[config.mk]
export PLATFORM = sky130hd
export DESIGN_NAME = lift_scan_ctrl
export DESIGN_NICKNAME = d
export VERILOG_FILES = /design/src/rtl/lift_scan_ctrl.sv
export SDC_FILE = /design/constraint.sdc
export NUM_CORES = 1
export LEC_CHECK = 0
export CAP_MARGIN = 20
export CORE_ASPECT_RATIO = 1.2
export CORE_MARGIN = 3
export CORE_UTILIZATION = 45
export DETAILED_ROUTE_END_ITERATION = 6
export GPL_TIMING_DRIVEN = 1
export PLACE_DENSITY = 0.81
export REMOVE_ABC_BUFFERS = 1
export SYNTH_ARGS = -nofsm -noshare
export SYNTH_HDL_FRONTEND = slang
export SYNTH_SLANG_ARGS = --single-unit
[constraint.sdc]
create_clock -name clk -period 4.5 [get_ports clk]
set_input_delay 0.675 -clock clk [delete_from_list [all_inputs] [get_ports clk]]
set_output_delay 0.675 -clock clk [all_outputs]
set_load 0.1 [all_outputs]
[src/rtl/lift_scan_ctrl.sv]
// ---------------------------------------------------------------------------
// lift_scan_ctrl
//
// Purpose:
//   Elevator controller for an N-floor car. Floor calls are latched into a
//   pending bitmap and served in SCAN (elevator-algorithm) order: the car
//   keeps its travel direction while calls remain ahead of it, and reverses
//   only when nothing is left in that direction. Floor travel and door dwell
//   are timed by counters, and a door-hold input freezes the dwell.
//
// Parameters:
//   FLOORS      number of floors (2..16), numbered 0..FLOORS-1
//   FLOOR_W     width of the floor index (derived, leave at default)
//   MOVE_CYCLES clock cycles to travel one floor (>=1)
//   DOOR_CYCLES clock cycles the doors stay open (>=1)
//
// Ports:
//   clk        in   system clock, rising edge
//   rst        in   synchronous active-high reset
//   call_req   in   OR-combined hall/cabin call bits, bit i = floor i
//   door_hold  in   freezes the dwell timer while the doors are open
//   floor_o    out  current car floor
//   dir_up     out  travel direction preference (1 = up, 0 = down)
//   moving     out  high while the car travels
//   doors_open out  high while the doors are open
//   arrive     out  one-cycle pulse on every floor_o change
//   pending    out  registered outstanding-call bitmap
// ---------------------------------------------------------------------------
module lift_scan_ctrl #(
  parameter int FLOORS      = 8,
  parameter int FLOOR_W     = $clog2(FLOORS),
  parameter int MOVE_CYCLES = 4,
  parameter int DOOR_CYCLES = 4
) (
  input  logic               clk,
  input  logic               rst,
  input  logic [FLOORS-1:0]  call_req,
  input  logic               door_hold,
  output logic [FLOOR_W-1:0] floor_o,
  output logic               dir_up,
  output logic               moving,
  output logic               doors_open,
  output logic               arrive,
  output logic [FLOORS-1:0]  pending
);

  // A counter for a single-cycle period still needs one bit to exist.
  localparam int MOVE_W = (MOVE_CYCLES > 1) ? $clog2(MOVE_CYCLES) : 1;
  localparam int DOOR_W = (DOOR_CYCLES > 1) ? $clog2(DOOR_CYCLES) : 1;

  localparam logic [MOVE_W-1:0]  MOVE_LAST = MOVE_W'(MOVE_CYCLES - 1);
  localparam logic [DOOR_W-1:0]  DOOR_LAST = DOOR_W'(DOOR_CYCLES - 1);
  localparam logic [FLOOR_W-1:0] TOP_FLOOR = FLOOR_W'(FLOORS - 1);

  typedef enum logic [1:0] {
    IDLE  = 2'd0,
    MOVE  = 2'd1,
    DOORS = 2'd2
  } state_t;

  typedef struct packed {
    state_t st;
    logic   up;
  } decision_t;

  state_t             state;
  state_t             state_next;
  logic [MOVE_W-1:0]  move_cnt;
  logic [MOVE_W-1:0]  move_cnt_next;
  logic [DOOR_W-1:0]  door_cnt;
  logic [DOOR_W-1:0]  door_cnt_next;
  logic [FLOOR_W-1:0] floor_next;
  logic [FLOOR_W-1:0] stepped_floor;
  logic               dir_next;
  logic [FLOORS-1:0]  clr_mask;
  logic [FLOORS-1:0]  pending_next;
  logic               moving_next;
  logic               doors_open_next;
  logic               arrive_next;
  decision_t          dec;

  // SCAN decision for a car standing at floor f with direction up. A call
  // for the floor itself, whether already pending or arriving this very
  // cycle, opens the doors at once so that it never lands in the bitmap.
  // Otherwise the car keeps going while anything is strictly ahead, turns
  // round when the only work is behind it, and idles when nothing is left.
  function automatic decision_t decide(
    input logic [FLOOR_W-1:0] f,
    input logic               up,
    input logic [FLOORS-1:0]  pend,
    input logic [FLOORS-1:0]  req
  );
    logic      above;
    logic      below;
    logic      ahead;
    logic      behind;
    decision_t d;
    above = 1'b0;
    below = 1'b0;
    for (int i = 0; i < FLOORS; i++) begin
      if (pend[i]) begin
        if (i > int'(f)) above = 1'b1;
        if (i < int'(f)) below = 1'b1;
      end
    end
    ahead  = up ? above : below;
    behind = up ? below : above;
    d.st   = IDLE;
    d.up   = up;
    if (pend[f] || req[f]) begin
      d.st = DOORS;
    end else if (ahead) begin
      d.st = MOVE;
    end else if (behind) begin
      d.st = MOVE;
      d.up = ~up;
    end
    return d;
  endfunction

  // State register: every piece of state, including the outputs, is held
  // here so nothing combinational leaks from call_req or door_hold to a pin.
  always_ff @(posedge clk) begin
    if (rst) begin
      state      <= IDLE;
      move_cnt   <= '0;
      door_cnt   <= '0;
      floor_o    <= '0;
      dir_up     <= 1'b1;
      pending    <= '0;
      moving     <= 1'b0;
      doors_open <= 1'b0;
      arrive     <= 1'b0;
    end else begin
      state      <= state_next;
      move_cnt   <= move_cnt_next;
      door_cnt   <= door_cnt_next;
      floor_o    <= floor_next;
      dir_up     <= dir_next;
      pending    <= pending_next;
      moving     <= moving_next;
      doors_open <= doors_open_next;
      arrive     <= arrive_next;
    end
  end

  // Next-state logic. The SCAN decision runs in IDLE every cycle, at the
  // end of each floor of travel (against the floor just reached, so a stop
  // there costs no extra cycle), and when the dwell expires. A call for the
  // current floor while the doors are open restarts the dwell and takes
  // priority over door_hold; the floor step saturates at both ends purely
  // as a guard, since SCAN never heads past the last call.
  always_comb begin
    state_next    = state;
    floor_next    = floor_o;
    dir_next      = dir_up;
    move_cnt_next = move_cnt;
    door_cnt_next = door_cnt;
    stepped_floor = floor_o;
    dec           = '0;
    case (state)
      IDLE: begin
        dec           = decide(floor_o, dir_up, pending, call_req);
        state_next    = dec.st;
        dir_next      = dec.up;
        move_cnt_next = '0;
        door_cnt_next = '0;
      end
      MOVE: begin
        if (move_cnt == MOVE_LAST) begin
          if (dir_up) begin
            stepped_floor = (floor_o == TOP_FLOOR) ? floor_o : floor_o + FLOOR_W'(1);
          end else begin
            stepped_floor = (floor_o == '0) ? floor_o : floor_o - FLOOR_W'(1);
          end
          floor_next    = stepped_floor;
          dec           = decide(stepped_floor, dir_up, pending, call_req);
          state_next    = dec.st;
          dir_next      = dec.up;
          move_cnt_next = '0;
          door_cnt_next = '0;
        end else begin
          move_cnt_next = move_cnt + MOVE_W'(1);
        end
      end
      DOORS: begin
        if (call_req[floor_o]) begin
          door_cnt_next = '0;
        end else if (door_hold) begin
          door_cnt_next = door_cnt;
        end else if (door_cnt == DOOR_LAST) begin
          dec           = decide(floor_o, dir_up, pending, call_req);
          state_next    = dec.st;
          dir_next      = dec.up;
          move_cnt_next = '0;
          door_cnt_next = '0;
        end else begin
          door_cnt_next = door_cnt + DOOR_W'(1);
        end
      end
      default: begin
        state_next    = IDLE;
        move_cnt_next = '0;
        door_cnt_next = '0;
      end
    endcase
  end

  // Output and bitmap logic. Calls accumulate into pending, except that the
  // floor the doors are open at (or opening at this edge) is masked out, so
  // a call for it is absorbed by the open doors instead of being latched.
  always_comb begin
    clr_mask = '0;
    if ((state == DOORS) || (state_next == DOORS)) begin
      clr_mask = FLOORS'(1) << floor_next;
    end
    pending_next    = (pending | call_req) & ~clr_mask;
    moving_next     = (state_next == MOVE);
    doors_open_next = (state_next == DOORS);
    arrive_next     = (floor_next != floor_o);
  end

  // The car must never be asked to step off either end of the shaft.
  always_ff @(posedge clk) begin
    if (!rst && (state == MOVE) && (move_cnt == MOVE_LAST)) begin
      assert (dir_up ? (floor_o != TOP_FLOOR) : (floor_o != '0));
    end
  end

endmodule

; Word-level counts from Yosys, hierarchy flattened
; Index checks and enable logic that the tools add are counted.
[op_classes]
add_sub_neg = 4
magnitude_cmp = 30
eq_ne = 22
shifts = 1
n_mux = 204
bitwise = 4
n_reduce_logical = 9
[ops]
columns = op, n
row1 = 1-bit 2-to-1 mux, 170
row2 = 2-bit 2-to-1 mux, 18
row3 = 3-bit > comparator (first input constant), 8
row4 = 2-bit != test (second input constant), 12
row5 = 3-bit 2-to-1 mux, 7
row6 = 3-bit less-than comparator (first input constant), 6
row7 = 14-bit AND reduction, 1
row8 = 1-bit binary-select mux with 3-bit select, 4
row9 = 2-bit by 3-bit > comparator with 1-bit output (first input constant), 4
row10 = 1-bit by 3-bit less-than comparator with 1-bit output (first input constant), 4
row11 = 2-bit by 3-bit less-than comparator with 1-bit output (first input constant), 4
row12 = 8-bit bitwise AND, 1
row13 = 2-bit == test (second input constant), 4
row14 = 3-bit by 4-bit less-than comparator with 1-bit output (second input constant), 2
row15 = 8-bit 2-to-1 mux, 1
row16 = 8-bit NOT, 1
row17 = 8-bit bitwise OR, 1
row18 = 2-bit one-hot mux with 2 select lines, 2
row19 = 1-bit by 3-bit left shift with 8-bit output (first input constant), 1
row20 = 1-bit by 3-bit > comparator with 1-bit output (first input constant), 2
row21 = 2-bit one-hot mux with 3 select lines, 1
row22 = 2-bit by 1-bit adder with 2-bit output (second input constant), 2
row23 = 2-bit by 1-bit == test with 1-bit output (second input constant), 2
row24 = 3-bit by 1-bit adder with 3-bit output (second input constant), 1
row25 = other kinds (13), 15
[totals]
register_bits = 21
wordCells = 283

; Longest topological paths before layout
; Gate-level depths: netlist of the first run.
[logic_depth]
depth_word = 48
ltp_mapped = 13

; Worst setup path before layout of the first run
; Ideal clock, no wire load.
[synth_path]
kind = flip-flop to flip-flop
startpoint = register floor_o[0]
endpoint = register dir_up
setup_ns = 0.079
arrival_ns = 3.905
t_required_ns = 4.421
slack_ns = 0.516
stages_incl_launch_ff = 13
n_path_buf = 2
cell_sequence = dfxtp_1 clkbuf_1 inv_1 ha_1 nor3b_2 o21ai_1 nand2_1 buf_2 a2111oi_0 a41oi_1 a31o_1 or4b_1 o211ai_1
[synth_between]
elab_chain_cells = 38
elab_cells_between_ends = 211
[synth_lines]
columns = item, line
row1 = "start, declared", 39  ; output logic [FLOOR_W-1:0] floor_o,
row2 = "start signal, assigned", 138  ; floor_o <= floor_next;
row3 = 1-bit by 3-bit > comparator with 1-bit output or 1-bit by 3-bit less-than comparator with 1-bit output (tied branches), "102, 103"
row4 = "1-bit 2-to-1 mux, on equally long branches", "102, 103"
row5 = 1-bit 2-to-1 mux, 101  ; if (pend[i]) begin
row6 = 1-bit 2-to-1 mux, 191  ; end else if (door_cnt == DOOR_LAST) begin
row7 = 1-bit 2-to-1 mux, 189  ; end else if (door_hold) begin
row8 = 1-bit 2-to-1 mux, 187  ; if (call_req[floor_o]) begin
row9 = 1-bit 2-to-1 mux, 161  ; case (state)
row10 = "1-bit 2-to-1 mux, on equally long branches", "102, 103"
row11 = [... 22 more ...], n/a
row12 = 1-bit 2-to-1 mux, 101
row13 = 1-bit 2-to-1 mux, 191
row14 = 1-bit 2-to-1 mux, 189
row15 = 1-bit 2-to-1 mux, 187
row16 = 1-bit 2-to-1 mux, 161
row17 = "1-bit 2-to-1 mux, on equally long branches", "107, 106"
row18 = 2-bit != test (no line), n/a
row19 = 14-bit AND reduction (no line) *, n/a
row20 = "end signal, assigned", 139  ; dir_up <= dir_next;
row21 = "end, declared", 40  ; output logic dir_up,
; Every way passes the cells marked *; elsewhere a longest branch is shown, timed or not. The select of a mux whose other input is x is not followed.
; A chain may end at the register's enable or synchronous reset.

; Worst setup path after layout of the first run
[layout_path]
startpoint = register floor_o[1]
endpoint = register pending[1]
[layout_between]
elab_chain_cells = 48
elab_cells_between_ends = 222
[layout_lines]
columns = item, line
row1 = 1-bit by 3-bit > comparator with 1-bit output or 1-bit by 3-bit less-than comparator with 1-bit output (tied branches), "102, 103"
row2 = "1-bit 2-to-1 mux, on equally long branches", "102, 103"
row3 = 1-bit 2-to-1 mux, 101
row4 = 1-bit 2-to-1 mux, 191
row5 = 1-bit 2-to-1 mux, 189
row6 = 1-bit 2-to-1 mux, 187
row7 = 1-bit 2-to-1 mux, 161
row8 = "1-bit 2-to-1 mux, on equally long branches", "102, 103"
row9 = [... 32 more ...], n/a
row10 = 2-bit 2-to-1 mux, 189
row11 = 2-bit 2-to-1 mux, 187
row12 = 2-bit one-hot mux with 3 select lines, 161
row13 = 2-bit == test, 214  ; if ((state == DOORS) || (state_next == DOORS)) begin
row14 = 1-bit logical OR, 214
row15 = 8-bit 2-to-1 mux *, 214
row16 = 8-bit NOT *, 217  ; pending_next = (pending | call_req) & ~clr_mask;
row17 = 8-bit bitwise AND *, 217
row18 = "end signal, assigned", 140  ; pending <= pending_next;
row19 = "end, declared", 44  ; output logic [FLOORS-1:0] pending
; Marks and branches as above.

==> results.md, run 1 <==
* Die Wd at 61.7 um
* CTS Root Cell: clkbuf_8
* Worst-margin pin slew at 979 ps
* DRT met1 WL at 1920 um
* Drt wl/cell at 16.8 um
* Vias in the first global route at 1655
* Row cnt at 23
* Max-Cap Viols at 0
* Leak at 0.716 nW
* First-pass GRT wire length at 7770 um
* Gr usage total at 22.5%
* Clk_lat worst skew at 260 ps
* HP Start: door_cnt[1]
* Routability cong. at 0.882
* Worst setup margin at 852 ps
* Slowest stage delay, CP at 540 ps
* Initial Util at 48.6%
* Count leader, synth: nor2_1
* 1st-iter DRT viols at 114
* Final core utilization at 56.3%
* Seq/Total Area, Yosys at 25.1%
* PwrDens at 245 nW/um2
* Initial antenna violation count at 0
* Crit path required time at 4650 ps
* Core Area at 3450 um2
* CTS Buf Count at 3
* H-tree levels at 1
* Final setup fails at 0
* Port Buffers at 25
* Async set-reset flop share out of synthesis at 0%
* Wire length on met3 at 348 um
* Pre-antenna DRT Iters at 4
* Primary FF master, synth: dfxtp_1
* Ant. Diodes at 0
* Mapped cell area at 1680 um2
* Worst setup path start: floor_o[1]
* Slowest-stage cell, CP: dfxtp_1
* # clock sinks at 21
* Total grt overflow at 0
* Fillers at 325
* Routed Antenna Nets at 0
* Worst Path Buf+Inv at 1
* Hold Crit Class: reg2reg
* Delay-heaviest family, CP: compound AO/OA/AOI/OAI gates
* Top Metal Used: met4
* Dpl ws at 887 ps
* Clock Tree Buf Depth at 2
* Largest net degree at the start of global routing at 27
* Post-cts sizing count at 0
* Reg2reg start: floor_o[1]
* Setup TNS at 0 ps
* Met2 WL at 2210 um
* Max Clock Skew at 4.70 ps
* F_max at 274 MHz
* DP HPWL at 3330 um
* Syn avg cell area at 7.63 um2
* Area leader, netlist: dfxtp_1
* Cts hold-fix bufs at 0
* Worst-path maximum fanout at 12
* Final Hold Fails at 0
* Synth warnings at 0
* Layout cell share with drive strength beyond 1 at 4.24%
* Max_slew headroom at 34.5%
* Final net count at 255
* Peak supply drop at 0.196 mV
* Vias/cell at 6.43
* IO Count at 26
* Cells along the critical path: clkinv_1 -> ha_1 -> nor3b_2 -> o21ai_1 -> nand2_1 -> a2111oi_0 -> nor4_1 -> a31o_1 -> o2bb2ai_1 -> a311oi_1
* Die ar. at 4500 um2
* Routed wire length at 4580 um
* Die Span Y at 72.9 um
* Post-synth top area share at 25.1%
* Cell variety after synth at 52
* Synth top cells by count: 35 x nor2_1, 21 x dfxtp_1, 17 x nand2_1
* Arr. time, crit path at 3800 ps
* Period minus WS final at 3650 ps
* Syn Inst Count at 220
* Synth top area cells: dfxtp_1 25%, nor2_1 7.8%, a311oi_1 5.2%
* Post-CTS Setup Bufs at 0
* Post-synth EDFFs at 0
* Reg clk slew, reported paths at 80 ps
* TritonCTS clock tree: yes
* Slew Viols, Final at 0
* Status: completed
* DR vias at 1756
* Critical path class: reg2reg
* Crit path launch type: register
* RSZ-0062 raised after global routing: false
* # DRC at 0
* CP endpoint kind: register
* Post-route clock period utilization at 81.1%
* Number of synthesized register bits at 21
* Area Overhead vs Synth at 16.0%
worst paths after layout:
kind	depth (start not counted)	end	slack [ps]
worst max-delay path	10	pending[1]	850
worst min-delay path	2	door_cnt[1]	500
worst max register to register	10	pending[1]	850
worst min register to register	2	door_cnt[1]	500
kinds of logic (layout without fill, tap and decap cells):
logic type	after synthesis	in the layout	synth area share, %
and+or+nand+nor	88	88	25.5
DFF	21	21	25.1
AOI/OAI and AO/OA	74	74	32.1
xor gates and xnor gates	1	1	0.522
buffers and inverters	24	40	7.08
adders and majority gates	7	7	5.22
muxes	5	5	4.55
registers in the layout (all words and copies together), names as in the netlist:
name	cells
move_cnt	2
dir_up	1
doors_open	1
pending	8
arrive	1
door_cnt	2
floor_o	3
state	2
moving	1
cell usage in the layout, fill, tap and decap left out, drive strengths merged, types with 3 or more instances in the layout:
cell type / count
inv: 9
dfxtp: 21
o211ai: 3
nand2: 17
ha: 7
nor3b: 3
a21oi: 16
clkbuf: 4
nor2: 35
nand3: 5
and3: 9
a2111oi: 6
a311oi: 10
clkdlybuf4s50: 25
o21ai: 12
nand2b: 3
a32oi: 4
and2: 5
a211oi: 5
routing by layer:
layer / global-route usage (%) / vias to the layer above
met3: 2.83 / 10
met5: 0 / -
met1: 31.2 / 794
met4: 8.25 / 0
li1: - / 871
met2: 35.2 / 81
metrics by stage:
| stage | instance area (um2) | total power [W] | hold WS, ps | instances |
|---|---|---|---|---|
| 2_1_floorplan | 1600 | 0.000313 | 458 | 206 |
| 3_3_place_gp | 1900 | 0.000356 | 475 | 269 |
| 3_5_place_dp | 1900 | 0.000357 | 481 | 269 |
| 4_1_cts | 1950 | 0.000477 | 500 | 273 |
| 5_1_grt | 1950 | 0.000496 | 531 | 273 |
| 6_report | 1950 | 0.000476 | 498 | 273 |
worst reg2reg max path, stage by stage (launching register included):
cell and delay (ps):
dfxtp_1 540, clkinv_1 330, ha_1 320, nor3b_2 190, o21ai_1 350, nand2_1 320
a2111oi_0 500, nor4_1 110, a31o_1 280, o2bb2ai_1 290, a311oi_1 310
report_power, final:
part / switching [W] / total, W / internal [W] / leakage [nW]
clock: 0.0000588 / 0.000122 / 0.0000630 / 0.0228
combinational: 0.0000958 / 0.000139 / 0.0000431 / 0.521
sequential: 0.0000186 / 0.000215 / 0.000197 / 0.173
area by class of cell:
| type | count | area (um2) | share of cell area (%) |
|---|---|---|---|
| Inverter | 10 | 37.5 | 1.93 |
| Clock buffer | 4 | 45.0 | 2.32 |
| Timing Repair Buffer | 26 | 258 | 13.2 |
| Sequential cell | 21 | 420 | 21.6 |
| Multi-Input combinational cell | 175 | 1140 | 58.5 |
| Tap cell | 37 | 46.3 | 2.38 |
No activity file was read; power rests on OpenSTA's default activity.
==> inputs of run 2 (changes only) <==
PLACE_DENSITY = 0.83   (was 0.81)
clock period = 3.1 ns   (was 4.5 ns; I/O delays follow)
==> results.md, run 2 (synthesized netlist as in run 1, its figures left out) <==
* Critical path class: reg2reg
* F_max at 339 MHz (+24%)
* R2r setup slk at 150 ps (-700 ps)
* Vias in the first global route at 1754 (+6.0%)
* Reg2Reg Capture Point: dir_up
* Core Area at 3450 um2 (unchanged)
* Routability cong. at 0.920 (+4.2%)
* Layout cell share with drive strength beyond 1 at 15.4% (+11 points)
* PwrDens at 344 nW/um2 (+41%)
* WHS Endpoint: door_cnt[1]
* Commonest non-fill, non-tap cell in the layout: nor2_1
* # clock sinks at 21 (unchanged)
* Row cnt at 23 (unchanged)
* Crit path required time at 3280 ps (-1370 ps)
* Initial antenna violation count at 0 (unchanged)
* Routed wire length at 4760 um (+3.9%)
* Max reg flops at 8 (unchanged)
* DP HPWL at 3610 um (+8.4%)
* DR vias at 1855 (+5.6%)
* TritonCTS clock tree: yes
* HP Start: door_cnt[1]
* H-tree levels at 1 (unchanged)
* Drt wl/cell at 16.8 um (+0.23%)
* Dpl ws at 142 ps (-744 ps)
* Largest registers: pending: 8 flops, floor_o: 3 flops
* Hold Crit Class: reg2reg
* Area Overhead vs Synth at 19.1%
* Clk_lat worst skew at 260 ps (about the same)
* CTS Root Cell: clkbuf_8
* 1st-iter DRT viols at 75 (-34%)
* Final setup fails at 0 (unchanged)
* Peak supply drop at 0.258 mV (+32%)
* Final net count at 265 (+3.9%)
* Met2 WL at 2230 um (+1.2%)
* R2R depth at 9 (-1)
* Dpl cells at 279 (+3.7%)
* IO Count at 26 (unchanged)
* Non-Filler Instances at 283 (+3.7%)
* Die Span Y at 72.9 um (unchanged)
* Max_slew headroom at 52.4% (+18 points)
* Min-Delay Path Depth at 2 (unchanged)
* Ant. Diodes at 0 (unchanged)
* Port Buffers at 25 (unchanged)
* Worst-path maximum fanout at 6 (-6)
* Arr. time, crit path at 3130 ps (-670 ps)
* CP endpoint kind: register
* CTS Buf Count at 3 (unchanged)
* Max-Cap Viols at 0 (unchanged)
* Final core utilization at 57.9% (+1.5 points)
* Worst Path Buf+Inv at 1 (unchanged)
* Slowest-stage cell, CP: or4b_1
* Status: completed
* Commonest cells after routing, fill and taps aside: 35 x nor2_1, 26 x buf_4, 21 x dfxtp_1
* Die ar. at 4500 um2 (unchanged)
* Routed Antenna Nets at 0 (unchanged)
* Max Clock Skew at 1.29 ps (-3.41 ps)
* Reg clk slew, reported paths at 70 ps (about the same)
* RSZ-0062 raised after global routing: false
* Delay-heaviest family, CP: simple AND/OR/NAND/NOR gates
* Initial Util at 48.6% (unchanged)
* Clock Tree Buf Depth at 2 (unchanged)
* Slew Viols, Final at 0 (unchanged)
* Wire length on met3 at 359 um (+3.2%)
* Die Wd at 61.7 um (unchanged)
* Post-route clock period utilization at 95.1% (+14 points)
* # DRC at 0 (unchanged)
* Final Hold Fails at 0 (unchanged)
* Total grt overflow at 0 (unchanged)
* Worst-margin pin slew at 712 ps (-267 ps)
* Gr usage total at 23.0% (+0.50 points)
* Pre-antenna DRT Iters at 4 (unchanged)
* DRT met1 WL at 1920 um (about the same)
* Top reg by flops: pending
* Cell mode on critical path: or4b_1
* Reg2reg start: floor_o[1]
* Slowest stage delay, CP at 530 ps (about the same)
* Period minus WS final at 2950 ps (-700 ps)
* Post-CTS Setup Bufs at 0 (unchanged)
* First-pass GRT wire length at 7920 um (+2.0%)
* Crit path launch type: register
* Largest net degree at the start of global routing at 22 (-19%)
* Top Metal Used: met4
* Cells along the critical path: clkinv_1 -> ha_1 -> or4b_1 -> and3_1 -> a2111oi_2 -> nor4_1 -> a31o_1 -> or4b_1 -> o211ai_1
* Leak at 0.789 nW (+10%)
* Worst setup margin at 153 ps (-700 ps)
* Vias/cell at 6.55 (+1.9%)
==> run 2: routing by layer <==
metal	vias to the layer above	track usage, %
met3	24	4.07
met5	-	0
met4	0	13.7
met2	80	35.0
met1	863	29.6
li1	888	-
==> run 2: worst max-delay path by stage <==
stage | startpoint | end | slack (ps) | cells after the start
after global placement | floor_o[0] | dir_up | 290 | 10
after floorplan | floor_o[1] | dir_up | -1010 | 10
after CTS | floor_o[1] | pending[6] | 130 | 10
after detailed placement | floor_o[1] | pending[6] | 140 | 10
final | floor_o[1] | dir_up | 150 | 9
after global routing | floor_o[1] | dir_up | 5 | 10
==> run 2: where the power goes <==
part	leakage [nW]	switching, W	internal (W)	total, W
registers	0.173	0.0000265	0.000286	0.000312
clock network	0.0228	0.0000848	0.0000915	0.000176
logic	0.594	0.000139	0.0000598	0.000199
total	0.789	0.000250	0.000437	0.000687
==> run 2: area by class of cell <==
class	count	area, um2
Tap cell	37	46.3
Clock buffer	4	45.0
Sequential cell	21	420
Fill cell	305	1460
Timing Repair Buffer	36	295
Multi-Input combinational cell	175	1150
Inverter	10	37.5
==> run 2: repair_timing <==
action	CTS	global route
hold buffers	0	0
endpoints found under the setup margin	0	10
gates resized for setup	0	5
==> run 2: worst reg2reg max path, cell delays in order, from the launching register on <==
cell	delay, ps
dfxtp_1	370
clkinv_1	110
ha_1	230
or4b_1	490
and3_1	290
a2111oi_2	380
nor4_1	110
a31o_1	260
or4b_1	530
o211ai_1	100
==> run 2: metrics by stage <==
step	setup TNS [ps]	hold slack, ps	total power [W]	cell area (um2)
3_5_place_dp	0	500	0.000513	1940
2_1_floorplan	-11200	458	0.000454	1600
5_1_grt	0	559	0.000719	2000
3_3_place_gp	0	475	0.000512	1940
6_report	0	505	0.000687	2000
4_1_cts	0	518	0.000688	1980
